`src/rtl/bitwise_logic_seq_pkg.sv`:
```
// Shared opcode and state definitions for the lane-serial bitwise logic unit.
// Imported by the lane datapath and by the top-level controller.
package bitwise_pkg;

  localparam logic [2:0] OP_AND  = 3'd0;
  localparam logic [2:0] OP_OR   = 3'd1;
  localparam logic [2:0] OP_XOR  = 3'd2;
  localparam logic [2:0] OP_XNOR = 3'd3;
  localparam logic [2:0] OP_NAND = 3'd4;
  localparam logic [2:0] OP_NOR  = 3'd5;
  localparam logic [2:0] OP_NOT  = 3'd6;
  localparam logic [2:0] OP_PASS = 3'd7;

  typedef enum logic [1:0] {
    S_IDLE = 2'd0,
    S_BUSY = 2'd1,
    S_DONE = 2'd2
  } state_t;

  // A single-beat configuration still needs a one-bit beat counter.
  function automatic int cnt_width(input int beats);
    return (beats > 1) ? $clog2(beats) : 1;
  endfunction

endpackage

```
`src/rtl/bitwise_logic_seq_lane_op.sv`:
```
// Combinational eight-way bitwise function applied to one LANE_W-bit slice.
// Purely bitwise, so no state or carries cross lane boundaries.
module bitwise_lane_op
  import bitwise_pkg::*;
#(
  parameter int LANE_W = 8
) (
  input  logic [2:0]        op,
  input  logic [LANE_W-1:0] a,
  input  logic [LANE_W-1:0] b,
  output logic [LANE_W-1:0] y
);

  always_comb begin
    y = a;
    case (op)
      OP_AND:  y = a & b;
      OP_OR:   y = a | b;
      OP_XOR:  y = a ^ b;
      OP_XNOR: y = ~(a ^ b);
      OP_NAND: y = ~(a & b);
      OP_NOR:  y = ~(a | b);
      OP_NOT:  y = ~a;
      default: y = a;
    endcase
  end

endmodule

```
`src/rtl/bitwise_logic_seq.sv`:
```
// Lane-serial bitwise logic unit: captures two WIDTH-bit operands, processes
// LANE_W bits per clock, and returns result plus parity/zero flags by handshake.
module bitwise_logic_seq
  import bitwise_pkg::*;
#(
  parameter int WIDTH  = 32,
  parameter int LANE_W = 8
) (
  input  logic             clk,
  input  logic             rst,
  input  logic             in_valid,
  output logic             in_ready,
  input  logic [2:0]       op,
  input  logic [WIDTH-1:0] a,
  input  logic [WIDTH-1:0] b,
  output logic             out_valid,
  input  logic             out_ready,
  output logic [WIDTH-1:0] result,
  output logic             parity,
  output logic             zero
);

  // WIDTH is expected to be an exact multiple of LANE_W.
  localparam int BEATS = WIDTH / LANE_W;
  localparam int CNT_W = cnt_width(BEATS);
  localparam logic [CNT_W-1:0] LAST_BEAT = CNT_W'(BEATS - 1);

  state_t           r_state;
  logic             r_in_ready;
  logic             r_out_valid;
  logic [CNT_W-1:0] r_beat;
  logic [2:0]       r_op_q;
  logic [WIDTH-1:0] r_a_q;
  logic [WIDTH-1:0] r_b_q;
  logic [WIDTH-1:0] r_result;
  logic             r_parity_acc;
  logic             r_zero_acc;

  logic [LANE_W-1:0] w_a_slices [BEATS];
  logic [LANE_W-1:0] w_b_slices [BEATS];
  logic [LANE_W-1:0] w_a_lane;
  logic [LANE_W-1:0] w_b_lane;
  logic [LANE_W-1:0] w_y_lane;
  logic [WIDTH-1:0]  w_result_next;
  logic              w_last_beat;

  genvar gi;
  generate
    for (gi = 0; gi < BEATS; gi++) begin : g_lane
      assign w_a_slices[gi] = r_a_q[gi*LANE_W +: LANE_W];
      assign w_b_slices[gi] = r_b_q[gi*LANE_W +: LANE_W];
      // Only the lane addressed by the beat counter takes the new value.
      assign w_result_next[gi*LANE_W +: LANE_W] =
        (r_beat == CNT_W'(gi)) ? w_y_lane : r_result[gi*LANE_W +: LANE_W];
    end
  endgenerate

  always_comb begin
    w_a_lane = '0;
    w_b_lane = '0;
    for (int i = 0; i < BEATS; i++) begin
      if (r_beat == CNT_W'(i)) begin
        w_a_lane = w_a_slices[i];
        w_b_lane = w_b_slices[i];
      end
    end
  end

  assign w_last_beat = (r_beat == LAST_BEAT);

  bitwise_lane_op #(
    .LANE_W (LANE_W)
  ) u_lane_op (
    .op (r_op_q),
    .a  (w_a_lane),
    .b  (w_b_lane),
    .y  (w_y_lane)
  );

  always_ff @(posedge clk) begin
    if (rst) begin
      r_state      <= S_IDLE;
      r_in_ready   <= 1'b1;
      r_out_valid  <= 1'b0;
      r_beat       <= '0;
      r_op_q       <= OP_AND;
      r_a_q        <= '0;
      r_b_q        <= '0;
      r_result     <= '0;
      r_parity_acc <= 1'b0;
      r_zero_acc   <= 1'b1;
    end else begin
      case (r_state)
        S_IDLE: begin
          if (in_valid && r_in_ready) begin
            r_op_q       <= op;
            r_a_q        <= a;
            r_b_q        <= b;
            r_result     <= '0;
            r_parity_acc <= 1'b0;
            r_zero_acc   <= 1'b1;
            r_beat       <= '0;
            r_in_ready   <= 1'b0;
            r_state      <= S_BUSY;
          end
        end
        S_BUSY: begin
          r_result     <= w_result_next;
          r_parity_acc <= r_parity_acc ^ (^w_y_lane);
          r_zero_acc   <= r_zero_acc & (w_y_lane == '0);
          if (w_last_beat) begin
            r_beat      <= '0;
            r_out_valid <= 1'b1;
            r_state     <= S_DONE;
          end else begin
            r_beat <= r_beat + 1'b1;
          end
        end
        S_DONE: begin
          // No accept here: a new operation waits for the IDLE cycle.
          if (out_ready) begin
            r_out_valid <= 1'b0;
            r_in_ready  <= 1'b1;
            r_state     <= S_IDLE;
          end
        end
        default: begin
          r_state     <= S_IDLE;
          r_in_ready  <= 1'b1;
          r_out_valid <= 1'b0;
          r_beat      <= '0;
        end
      endcase
    end
  end

  assign in_ready  = r_in_ready;
  assign out_valid = r_out_valid;
  assign result    = r_result;
  assign parity    = r_parity_acc;
  assign zero      = r_zero_acc;

endmodule

```
`config.mk`:
```
export PLATFORM = sky130hd
export DESIGN_NAME = bitwise_logic_seq
export DESIGN_NICKNAME = d
export VERILOG_FILES = /design/src/rtl/bitwise_logic_seq_pkg.sv /design/src/rtl/bitwise_logic_seq_lane_op.sv /design/src/rtl/bitwise_logic_seq.sv
export SDC_FILE = /design/constraint.sdc
export NUM_CORES = 1
export LEC_CHECK = 0
export ABC_CLOCK_PERIOD_IN_PS = 4900
export CAP_MARGIN = 5
export CORE_MARGIN = 4
export CORE_UTILIZATION = 45
export DETAILED_ROUTE_END_ITERATION = 16
export PLACE_DENSITY = 0.71
export SYNTH_ARGS = -nofsm -noshare
export SYNTH_HDL_FRONTEND = slang
export SYNTH_SLANG_ARGS = --single-unit
```
`constraint.sdc`:
```
create_clock -name clk -period 4.9 [get_ports clk]
set_input_delay 0.98 -clock clk [delete_from_list [all_inputs] [get_ports clk]]
set_output_delay 0.98 -clock clk [all_outputs]
set_load 0.02 [all_outputs]
```
* After elaboration in Yosys (flattened, before gate mapping)
Cells that the tools add are included.
** Storage, ports and cells
- Register bits :: 107
- Bits of input ports :: 71
- Output and inout port bits :: 36
- Logic and storage cells :: 91
** Operators by class
- $add $sub $neg :: 1
- Eq/ne operators :: 17
- Muxes and demuxes :: 31
- Bitwise logic cells :: 12
- Reduce and logical (&&, ||, !) cells :: 17
** Operators with widths (number)
- two-way mux 8 bit :: 12
- case mux 32 bit (2 select lines) :: 1
- case mux 8 bit (7 select lines) :: 1
- two-way mux 32 bit :: 1
- inverter 8 bit :: 4
- AND reduction 3 bit :: 7
- inequality test 2 bit, second input constant :: 6
- case mux 2 bit (3 select lines) :: 2
- two-way mux 2 bit :: 5
- equality test 3 bit, second input constant :: 3
- bitwise AND 8 bit :: 1
- zero test 8 bit :: 1
- bitwise OR 8 bit :: 1
- XOR reduction 8 bit :: 1
- XOR 8 bit :: 1
- equality test 2 bit, second input constant :: 3
- equality test 3 x 2 -> 1 bit, second input constant :: 2
- case mux 1 bit (3 select lines) :: 2
- AND reduction 2 bit :: 3
- two-way mux 1 bit :: 5
- equality test 2 x 1 -> 1 bit, second input constant :: 2
- zero test 2 bit :: 2
- case mux 1 bit (2 select lines) :: 2
- equality test 3 x 1 -> 1 bit, second input constant :: 1
- other kinds (7) :: 9

* Depth between registers and ports, before layout
Gate-level depths: netlist of the first run.
- Word-level depth :: 11
- Depth in mapped cells :: 21
- Mapped depth without buffers :: 19

* By module
A second synthesis of the first run with hierarchy kept.
** Unflattened totals
- Cells, all modules :: 739
- Area total of the unflattened synthesis :: 5515.3 um^2
** By module, submodules not included
- bitwise_logic_seq :: instances 1, cells each 604, area an instance 4518.1 um^2, sequential area each 2142.1 um^2
- bitwise_lane_op :: instances 1, cells each 135, area an instance 997.2 um^2, sequential area each 0.0 um^2

* Worst setup path after synthesis of the first run
No wires, ideal clock.
- Path kind :: reg-to-reg
- Start :: register r_beat[0]
- End :: register r_parity_acc (netlist: parity)
- Library setup time :: 120 ps
- Arrival time :: 3467 ps
- Required time :: 4780 ps
- Setup slack :: 1313 ps
- Stages on the path, launching flop included :: 21
- Buffers on the path :: 2
- Clock period less this slack :: 3587 ps
- Cell sequence :: dfxtp_1 -> ha_1 -> buf_2 -> clkbuf_1 -> nand3b_1 -> a21oi_1 -> a21oi_1 -> nor2_1 -> a21o_1 -> ha_1 -> inv_1 -> o21ai_0 -> a21oi_1 -> o31ai_4 -> inv_1 -> ha_1 -> xnor2_1 -> xnor2_1 -> nor2_1 -> nor3_1 -> a211o_1
** Between the ends
- Word-level cells in the longest chain between the ends :: 11
- Elaborated cells between the ends (all ways) :: 23
- Those cells by class :: eq/ne (3); mux (10); bitwise (8); reduce/logical (2)
** RTL lines
- start, declared :: line bitwise_logic_seq.sv:31 : logic [CNT_W-1:0] r_beat;
- start signal, assigned :: line bitwise_logic_seq.sv:116 : r_beat <= r_beat + 1'b1;
- zero test 2 bit :: line bitwise_logic_seq.sv:62 : if (r_beat == CNT_W'(i)) begin
- two-way mux 8 bit (4 in series) :: line bitwise_logic_seq.sv:62
- bitwise OR 8 bit, or another cell as far along :: line bitwise_logic_seq_lane_op.sv:18, bitwise_logic_seq_lane_op.sv:22
- inverter 8 bit (on tied branches) :: line bitwise_logic_seq_lane_op.sv:22, bitwise_logic_seq_lane_op.sv:20, bitwise_logic_seq_lane_op.sv:21
- case mux 8 bit (7 select lines) * :: line bitwise_logic_seq_lane_op.sv:16 : case (op)
- XOR reduction 8 bit * :: line bitwise_logic_seq.sv:109 : r_parity_acc <= r_parity_acc ^ (^w_y_lane);
- XOR 1 bit * :: line bitwise_logic_seq.sv:109
- case mux 1 bit (2 select lines) * :: line bitwise_logic_seq.sv:93 : case (r_state)
- end signal, assigned :: line bitwise_logic_seq.sv:109
- end, declared :: line bitwise_logic_seq.sv:36 : logic r_parity_acc;
Mark *: on every way between the ends. The rest lies on a longest branch, timed or not.
A chain may end at the register's enable or synchronous reset.

* Final worst setup path of the first run
Same ends and word-level chain as after synthesis.

==> impl_metrics.json, run 1 <==
{
  "status": "finished clean",
  "ctsResizeCount": 0,
  "syn_inst": 665,
  "cts.path.max_buffers": 2,
  "setup_viol": 0,
  "route.detailed.drc": 0,
  "final_common_cell": "nand2_1",
  "initial_core_util_pct": 46.6,
  "fin_nets": 827,
  "dr.max_layer_used": "met4",
  "grt_antenna_before_repair": 0,
  "fmax_mhz": 229,
  "cp.depth": 18,
  "fin_tns_setup_ns": 0,
  "cts_hold_buf": 0,
  "seq_area_frac_synth_pct": 39.6,
  "drt_pre_antenna_iters": 5,
  "viasPerCell": 5.52,
  "leakagePower_nw": 2.67,
  "critPathTopFamily": "adder cells",
  "worst_slew_pin_slew_ns": 1.25,
  "synthFlopType": "dfxtp_1",
  "fin_ws_ns": 0.529,
  "drv_cap": 0,
  "r2r_setup_slack_ns": 0.53,
  "reg2reg_depth": 18,
  "die_x_um": 118,
  "die_area_sq_um": 13900,
  "h-tree-depth": 3,
  "dr_wl_met3_um": 726,
  "crit_start": "r_beat[0]",
  "fin_crit_sh_pct": 89.2,
  "cp-start-kind": "register",
  "synth-edff-count": 0,
  "most-common-layout-cells": "nand2_1 (148), a21oi_1 (109), dfxtp_1 (107)",
  "postPlaceCellArea_sq_um": 6450,
  "place_ws_ns": 0.581,
  "yosysWarningCount": 0,
  "path_buf_inv": 2,
  "fin_total_pwr_w": 0.00211,
  "numPortBuffers": 106,
  "io_pins": 107,
  "cpPeakStageDelay_ns": 0.91,
  "wl_met2_um": 6690,
  "grt_max_degree": 72,
  "hold_viol": 0,
  "cp.required_ns": 5.13,
  "synth_area_sq_um": 5420,
  "path_class": "register to register",
  "grt_use_total_pct": 19.9,
  "wl_um": 14100,
  "stdcell_area_sq_um": 6740,
  "cts_buffers": 9,
  "final_max_slew_viol_count": 0,
  "drive_above_1_share_pct": 4.88,
  "ys_ff_latch": 107,
  "path_clk_slew_ns": 0.08,
  "ant_nets": 0,
  "power_density_nw_per_um2": 314,
  "drt_iter0_markers": 329,
  "cp-end-kind": "register",
  "met1_length_um": 6400,
  "placed_cells": 865,
  "finClkSkew_ns": 0.0124,
  "num_rows": 39,
  "cts.sinks": 107,
  "r2r-start": "r_beat[0]",
  "crit_fanout": 34,
  "peakVddDrop_uv": 165,
  "post_synth.cell_area_avg_sq_um": 8.14,
  "grt_pass1_wl_um": 23200,
  "fin_cells": 881,
  "synth_cell_types": 41,
  "path_cells": "ha_1 > nand3b_1 > a21oi_1 > a21oi_1 > nor2_1 > a21o_1 > ha_1 > inv_1 > o21ai_0 > a21oi_1 > o31ai_4 > inv_1 > ha_1 > xnor2_1 > xnor2_1 > nor2_1 > nor3_1 > a211o_1",
  "diodes": 0,
  "gp_congestion": 0.882,
  "slew_headroom_pct": 16.5,
  "design.core.area_sq_um": 11600,
  "syn-num-nets": 759,
  "crit_slowest_cell": "ha_1",
  "die_height_um": 118,
  "tritoncts": "yes",
  "vias": 4860,
  "reg2reg_to": "parity",
  "period_needed_ns": 4.37,
  "hp-class": "register to register",
  "post-cts-setup-buffers": 0,
  "crit_path_end": "parity",
  "clk_latency_ns": 0.35,
  "wire_per_inst_um": 16.0,
  "hpwl_um": 10400,
  "register_area_sq_um": 2140,
  "fillers": 1077,
  "first_global_vias": 4710,
  "root_buffer": "clkbuf_16",
  "cp_data_arrival_time_ns": 4.60,
  "rsz0062_at_grt": "false",
  "syn_to_final_growth_pct": 24.4,
  "multiInputGateArea_sq_um": 2940,
  "overflow": 0,
  "synth_async_sr_flop_share_pct": 0
}
worst reg2reg max path, stage by stage (launching register included):
cell,delay (ns)
dfxtp_1,0.43
ha_1,0.91
nand3b_1,0.22
a21oi_1,0.09
a21oi_1,0.15
nor2_1,0.07
a21o_1,0.18
ha_1,0.26
inv_1,0.04
o21ai_0,0.21
a21oi_1,0.17
o31ai_4,0.42
inv_1,0.08
ha_1,0.31
xnor2_1,0.19
xnor2_1,0.09
nor2_1,0.13
nor3_1,0.07
a211o_1,0.22
layout make-up:
type	count	share of cell area, %
Multi-Input combinational cell	479	43.6
Sequential cell	107	31.8
Timing Repair Buffer	111	16.2
Clock buffer	11	3.60
Tap cell	143	2.66
Inverter	25	1.39
Clock inverter	5	0.687
logic make-up (layout without fill, tap and decap cells):
| group | Yosys count | in the layout | share of synthesized area, % |
|---|---|---|---|
| AOI/OAI and AO/OA | 198 | 198 | 25.5 |
| DFF | 107 | 107 | 39.6 |
| adders and majority gates | 23 | 23 | 5.31 |
| buffers and inverters | 79 | 152 | 6.38 |
| xor gates and xnor gates | 12 | 12 | 1.94 |
| and+or+nand+nor | 246 | 246 | 21.3 |
Yosys cell counts (all sizes together), types with 9 or more instances:
cell type	number	area [sq um]
clkbuf	32	120
nor2	21	78.8
nor3b	11	82.6
buf	22	131
nand2	149	559
a22o	28	245
nor2b	11	68.8
a21oi	110	554
a211oi	9	67.6
ha	23	288
xor2	9	78.8
and2	9	66.3
inv	25	93.8
nand3b	23	173
nor3	10	50.1
dfxtp	107	2140
a211o	10	87.6
power breakdown:
part	internal (W)	total (W)	switching (W)
clock	0.000368	0.000707	0.000339
sequential	0.000916	0.000964	0.0000480
combinational	0.000202	0.000444	0.000241
total	0.00149	0.00211	0.000629
worst min path at each step:
stage                   start   endpoint  slack (ns)  cells past startpoint
finish              r_a_q[25]  r_a_q[25]        0.46                      2
global route        r_a_q[10]  r_a_q[10]        0.47                      2
CTS                 r_a_q[25]  r_a_q[25]        0.46                      2
detailed placement  r_a_q[10]  r_a_q[10]        0.45                      2
global placement     r_a_q[6]   r_a_q[6]        0.45                      2
floorplan            r_a_q[0]   r_a_q[0]        0.44                      2
through the flow:
stage,hold WS [ns],utilization (%)
6_report,0.457,58.0
3_5_place_dp,0.450,55.5
5_1_grt,0.468,58.0
3_3_place_gp,0.446,55.5
2_1_floorplan,0.436,-
4_1_cts,0.459,58.0
sequential cells by signal (all words and copies together), names as in the netlist, 2 cells and up:
signal   flops
r_a_q       32
r_state      2
r_b_q       32
r_beat       2
r_op_q       3
result      32
metal layers:
layer,vias to the layer above,global-route usage (%)
met5,-,0
met4,0,6.15
met3,25,4.37
met2,150,32.9
met1,2266,25.9
li1,2419,-
No activity file was read; power rests on OpenSTA's default activity.
==> inputs of run 2 (changes only) <==
==> constraint.sdc (replaced) <==
create_clock -name clk -period 4.9 [get_ports clk]
set_input_delay 1.225 -clock clk [delete_from_list [all_inputs] [get_ports clk]]
set_output_delay 1.225 -clock clk [all_outputs]
set_load 0.02 [all_outputs]
==> run 2 against run 1 <==
Clock skew is 0.0052 ns lower. Power is 1.1% higher. Cell count is 0.11% lower. Largest power group unchanged. Highest routed layer unchanged.
==> impl_metrics.json, run 2 (same netlist as run 1, synthesis figures left out) <==
{
  "status": "finished clean",
  "cts.sinks": 107,
  "initial_core_util_pct": 46.6,
  "leakagePower_nw": 2.67,
  "grt_pass1_wl_um": 22900,
  "wire_per_inst_um": 15.6,
  "finClkSkew_ns": 0.00719,
  "viasPerCell": 5.49,
  "final_max_slew_viol_count": 0,
  "register_area_sq_um": 2140,
  "fin_nets": 826,
  "syn_to_final_growth_pct": 24.4,
  "fin_total_pwr_w": 0.00214,
  "fillers": 1071,
  "diodes": 0,
  "drv_cap": 0,
  "reg2reg_depth": 19,
  "crit_start": "r_beat[1]",
  "final_common_cell": "nand2_1",
  "grt_antenna_before_repair": 0,
  "drt_iter0_markers": 313,
  "path_class": "register to register",
  "grt_use_total_pct": 19.6,
  "hold_viol": 0,
  "drt_pre_antenna_iters": 4,
  "root_buffer": "clkbuf_16",
  "clk_latency_ns": 0.35,
  "fin_crit_sh_pct": 89.3,
  "reg2reg_to": "parity",
  "r2r_setup_slack_ns": 0.53,
  "route.detailed.drc": 0,
  "ctsResizeCount": 0,
  "fin_tns_setup_ns": 0,
  "crit_fanout": 34,
  "drive_above_1_share_pct": 4.88,
  "tritoncts": "yes",
  "worst_slew_pin_slew_ns": 1.21,
  "grt_max_degree": 72,
  "hp-class": "register to register",
  "vias": 4831,
  "hold_depth": 2,
  "fin_cells": 880,
  "most-common-layout-cells": "nand2_1 (148), a21oi_1 (109), dfxtp_1 (107)",
  "path_clk_slew_ns": 0.07,
  "placed_cells": 864,
  "wl_um": 13700,
  "first_global_vias": 4779,
  "die_height_um": 118,
  "power_density_nw_per_um2": 317,
  "multiInputGateArea_sq_um": 2940,
  "design.core.area_sq_um": 11600,
  "h-tree-depth": 3,
  "cp-end-kind": "register",
  "ant_nets": 0,
  "cts_buffers": 9,
  "io_pins": 107,
  "postLayoutCoreUtil_pct": 58.0,
  "period_needed_ns": 4.37,
  "cp-start-kind": "register",
  "peakVddDrop_uv": 136,
  "overflow": 0,
  "crit_path_end": "parity",
  "hpwl_um": 9950,
  "num_rows": 39,
  "cp.required_ns": 5.14,
  "gp_congestion": 0.844,
  "setup_viol": 0,
  "numPortBuffers": 106,
  "cts_hold_buf": 0,
  "rsz0062_at_grt": "false",
  "r2r-start": "r_beat[1]",
  "slew_headroom_pct": 19.5,
  "post-cts-setup-buffers": 0,
  "die_x_um": 118,
  "cp_data_arrival_time_ns": 4.61,
  "fmax_mhz": 229,
  "die_area_sq_um": 13900,
  "cts.path.max_buffers": 2
}
## run 2: changes by cell type in the layout (fill, tap and decap cells not counted), sizes merged
cell      change
buf           -1
bufinv        +1
clkbuf        -2
clkinv        -1
clkinvlp      +1
inv           +1
## run 2: final cells by class
class | count | area share, %
tap | 143 | 2.66
inverter | 25 | 1.39
timing repair buffer | 110 | 16.1
multi-input combinational | 479 | 43.6
sequential | 107 | 31.8
clock inverter | 7 | 1.10
clock buffer | 9 | 3.34
## run 2: critical path: stages (launching register included)
cell and delay, ns:
dfxtp_1 0.35, inv_1 0.10, ha_1 0.86, nand3b_1 0.21, a21oi_1 0.08, a21oi_1 0.18
nor2_1 0.08, a21o_1 0.18, ha_1 0.27, inv_1 0.03, o21ai_0 0.21, a21oi_1 0.15
o31ai_4 0.46, inv_1 0.08, ha_1 0.30, xnor2_1 0.19, xnor2_1 0.09, nor2_1 0.13
nor3_1 0.07, a211o_1 0.22
## run 2: stage by stage
step,setup slack [ns],hold slack (ns),area (sq um)
2_1_floorplan,1.31,0.436,5420
3_3_place_gp,0.751,0.446,6440
3_5_place_dp,0.585,0.447,6440
4_1_cts,0.550,0.460,6740
5_1_grt,0.195,0.479,6740
6_report,0.527,0.459,6740
## run 2: metal layers
metal / share of wire [%] / GRT usage [%] / routed length, um / vias up
met5: 0 / 0 / 0 / -
met4: 1.4 / 6.81 / 186 / 0
met3: 5.2 / 4.18 / 711 / 18
met2: 49 / 32.8 / 6690 / 127
met1: 45 / 25.0 / 6140 / 2270
li1: - / - / - / 2416
## run 2: how the worst min path moves through the flow
stage / from / endpoint
after global routing: r_a_q[9] / r_a_q[9]
after detailed placement: r_a_q[22] / r_a_q[22]
final: r_a_q[14] / r_a_q[14]
after floorplan: r_a_q[0] / r_a_q[0]
after CTS: r_b_q[10] / r_b_q[10]
after global placement: r_b_q[17] / r_b_q[17]
## run 2: power by group
| part | internal (W) | switching (W) | total (W) |
|---|---|---|---|
| logic | 0.000201 | 0.000243 | 0.000444 |
| registers | 0.000916 | 0.0000455 | 0.000961 |
| clock network | 0.000400 | 0.000332 | 0.000732 |
| total | 0.00152 | 0.000620 | 0.00214 |
==> RTL change, RTL diff (flow settings as in run 2) <==
The 3 states of `state_t` get a one-hot encoding in 3 bits.
--- a/src/rtl/bitwise_logic_seq_pkg.sv
+++ b/src/rtl/bitwise_logic_seq_pkg.sv
@@ -11,10 +11,10 @@
   localparam logic [2:0] OP_NOT  = 3'd6;
   localparam logic [2:0] OP_PASS = 3'd7;
 
-  typedef enum logic [1:0] {
-    S_IDLE = 2'd0,
-    S_BUSY = 2'd1,
-    S_DONE = 2'd2
+  typedef enum logic [2:0] {
+    S_IDLE = 3'b001,
+    S_BUSY = 3'b010,
+    S_DONE = 3'b100
   } state_t;
 
   // A single-beat configuration still needs a one-bit beat counter.
Check against the original RTL: same outputs for any inputs over 4 cycles, from zero or initial values and one cycle with rst high; so few cycles prove little.
==> RTL change against run 2 <==
Total power rose by 14%; count of clock-buffer cells in the layout grew 1; sequential cell count rose by 1; synthesized area grew 6.4%; wire length is 8.9% higher; highest routed layer unchanged; critical path depth shrank 2; synthesized cell count rose by 6.0%; setup slack worse by 98 ps; cell area up 5.3%.
==> RTL change: results (changes against run 2) <==
met3 WL=622 um (-13%); R2R cell count=17 (-2); crit-path max FO=33 (-2.9%); vias=5237 (+8.4%); most frequent cells after synthesis=nand2_1 (166), dfxtp_1 (108), a21oi_1 (102), clkbuf_1 (24), ha_1 (23); Max VDD drop=208 uV (+53%); worst r2r src=r_beat[0]$_SDFFE_PP0P_; Slew HR=27.5% (+8.0 points); post-DP HPWL=10800 um (+8.3%); GRT met3 Usage=3.82% (-0.36 points); Min-Delay Startpoint=r_a_q[31]$_SDFFE_PP0P_; DP Worst Slack=549 ps (-35.9 ps); status=finished clean; Worst EP arrival=4750 ps (+140 ps); Max Freq=224 MHz (-2.2%); met1 usage=26.5% (+1.5 points); Switching Share=32.5% (+3.4 points); Iteration-0 DRC Markers=362 (+16%); top cells by area, synth=dfxtp_1 (38%), nand2_1 (11%), a21oi_1 (8.9%); post-synth cell types=54 (+32%); Hold Path Sink=r_a_q[31]$_SDFFE_PP0P_; share of layout cells above drive strength 1=8.81% (+3.9 points); GR met2 Demand/Resource=34.3% (+1.5 points); Worst Clk Skew=8.41 ps (+1.23 ps); Total GRT Usage=20.5% (+0.92 points); Crit path max-delay family=adder cells; LEAKAGE=2.59 nW (-2.8%); RD Place Congestion=0.830 (-1.7%); Fillers=1158 (+8.1%); WL final=15000 um (+8.9%); largest net degree at the start of global routing=71 (-1.4%); CP peak stage delay=880 ps (+20 ps)
RTL change: cell count changes in the layout (fill, tap and decap cells not counted), moves of 9 or more:
cell	change
nand2b_1	+14
nand2_1	+18
inv_1	-15
a22o_1	-21
o41ai_1	+15
nand4b_1	+21
a211o_1	-9
xor2_1	-9
a31oi_1	+10
nor3b_1	-9
mux2i_1	+10
RTL change: layout make-up:
type,count,area share (%)
clock inverters,6,1.11
inverters,17,0.987
repair buffers,111,15.4
clock buffers,10,3.23
multi-input cells,520,45.7
flip-flops and latches,108,30.5
well taps,172,3.03
RTL change: logic make-up after synthesis:
logic type      Yosys count  share of synthesized area [%]
fa+ha+maj                23                           4.99
simple gates            285                           24.4
compound gates          199                           24.4
xor+xnor                  3                          0.456
buf+inv                  77                           6.49
mux                      10                           1.74
flops                   108                           37.5
RTL change: per-stage QoR:
step | hold WS, ps | std cells | instance area [sq um]
after floorplan | 436 | 705 | 5760
after detailed placement | 448 | 928 | 6790
final | 458 | 944 | 7100
after global placement | 443 | 928 | 6790
after CTS | 459 | 944 | 7100
after global routing | 477 | 944 | 7100
RTL change: worst max-delay path by stage:
| stage | endpoint | slack [ps] |
|---|---|---|
| after floorplan | parity$_SDFFE_PP0P_ | 1340 |
| after global placement | parity$_SDFFE_PP0P_ | 720 |
| after detailed placement | parity$_SDFFE_PP0P_ | 550 |
| after CTS | parity$_SDFFE_PP0P_ | 470 |
| after global routing | parity$_SDFFE_PP0P_ | 150 |
| final | parity$_SDFFE_PP0P_ | 430 |
RTL change: power groups by stage:
stage          clock network (mW)  registers [mW]  logic [mW]
2_1_floorplan                   0            1.01       0.504
3_3_place_gp                    0            1.03       0.639
3_5_place_dp                    0            1.03       0.659
4_1_cts                     0.767            1.01       0.664
5_1_grt                     0.804            1.02       0.740
6_report                    0.759            1.01       0.665
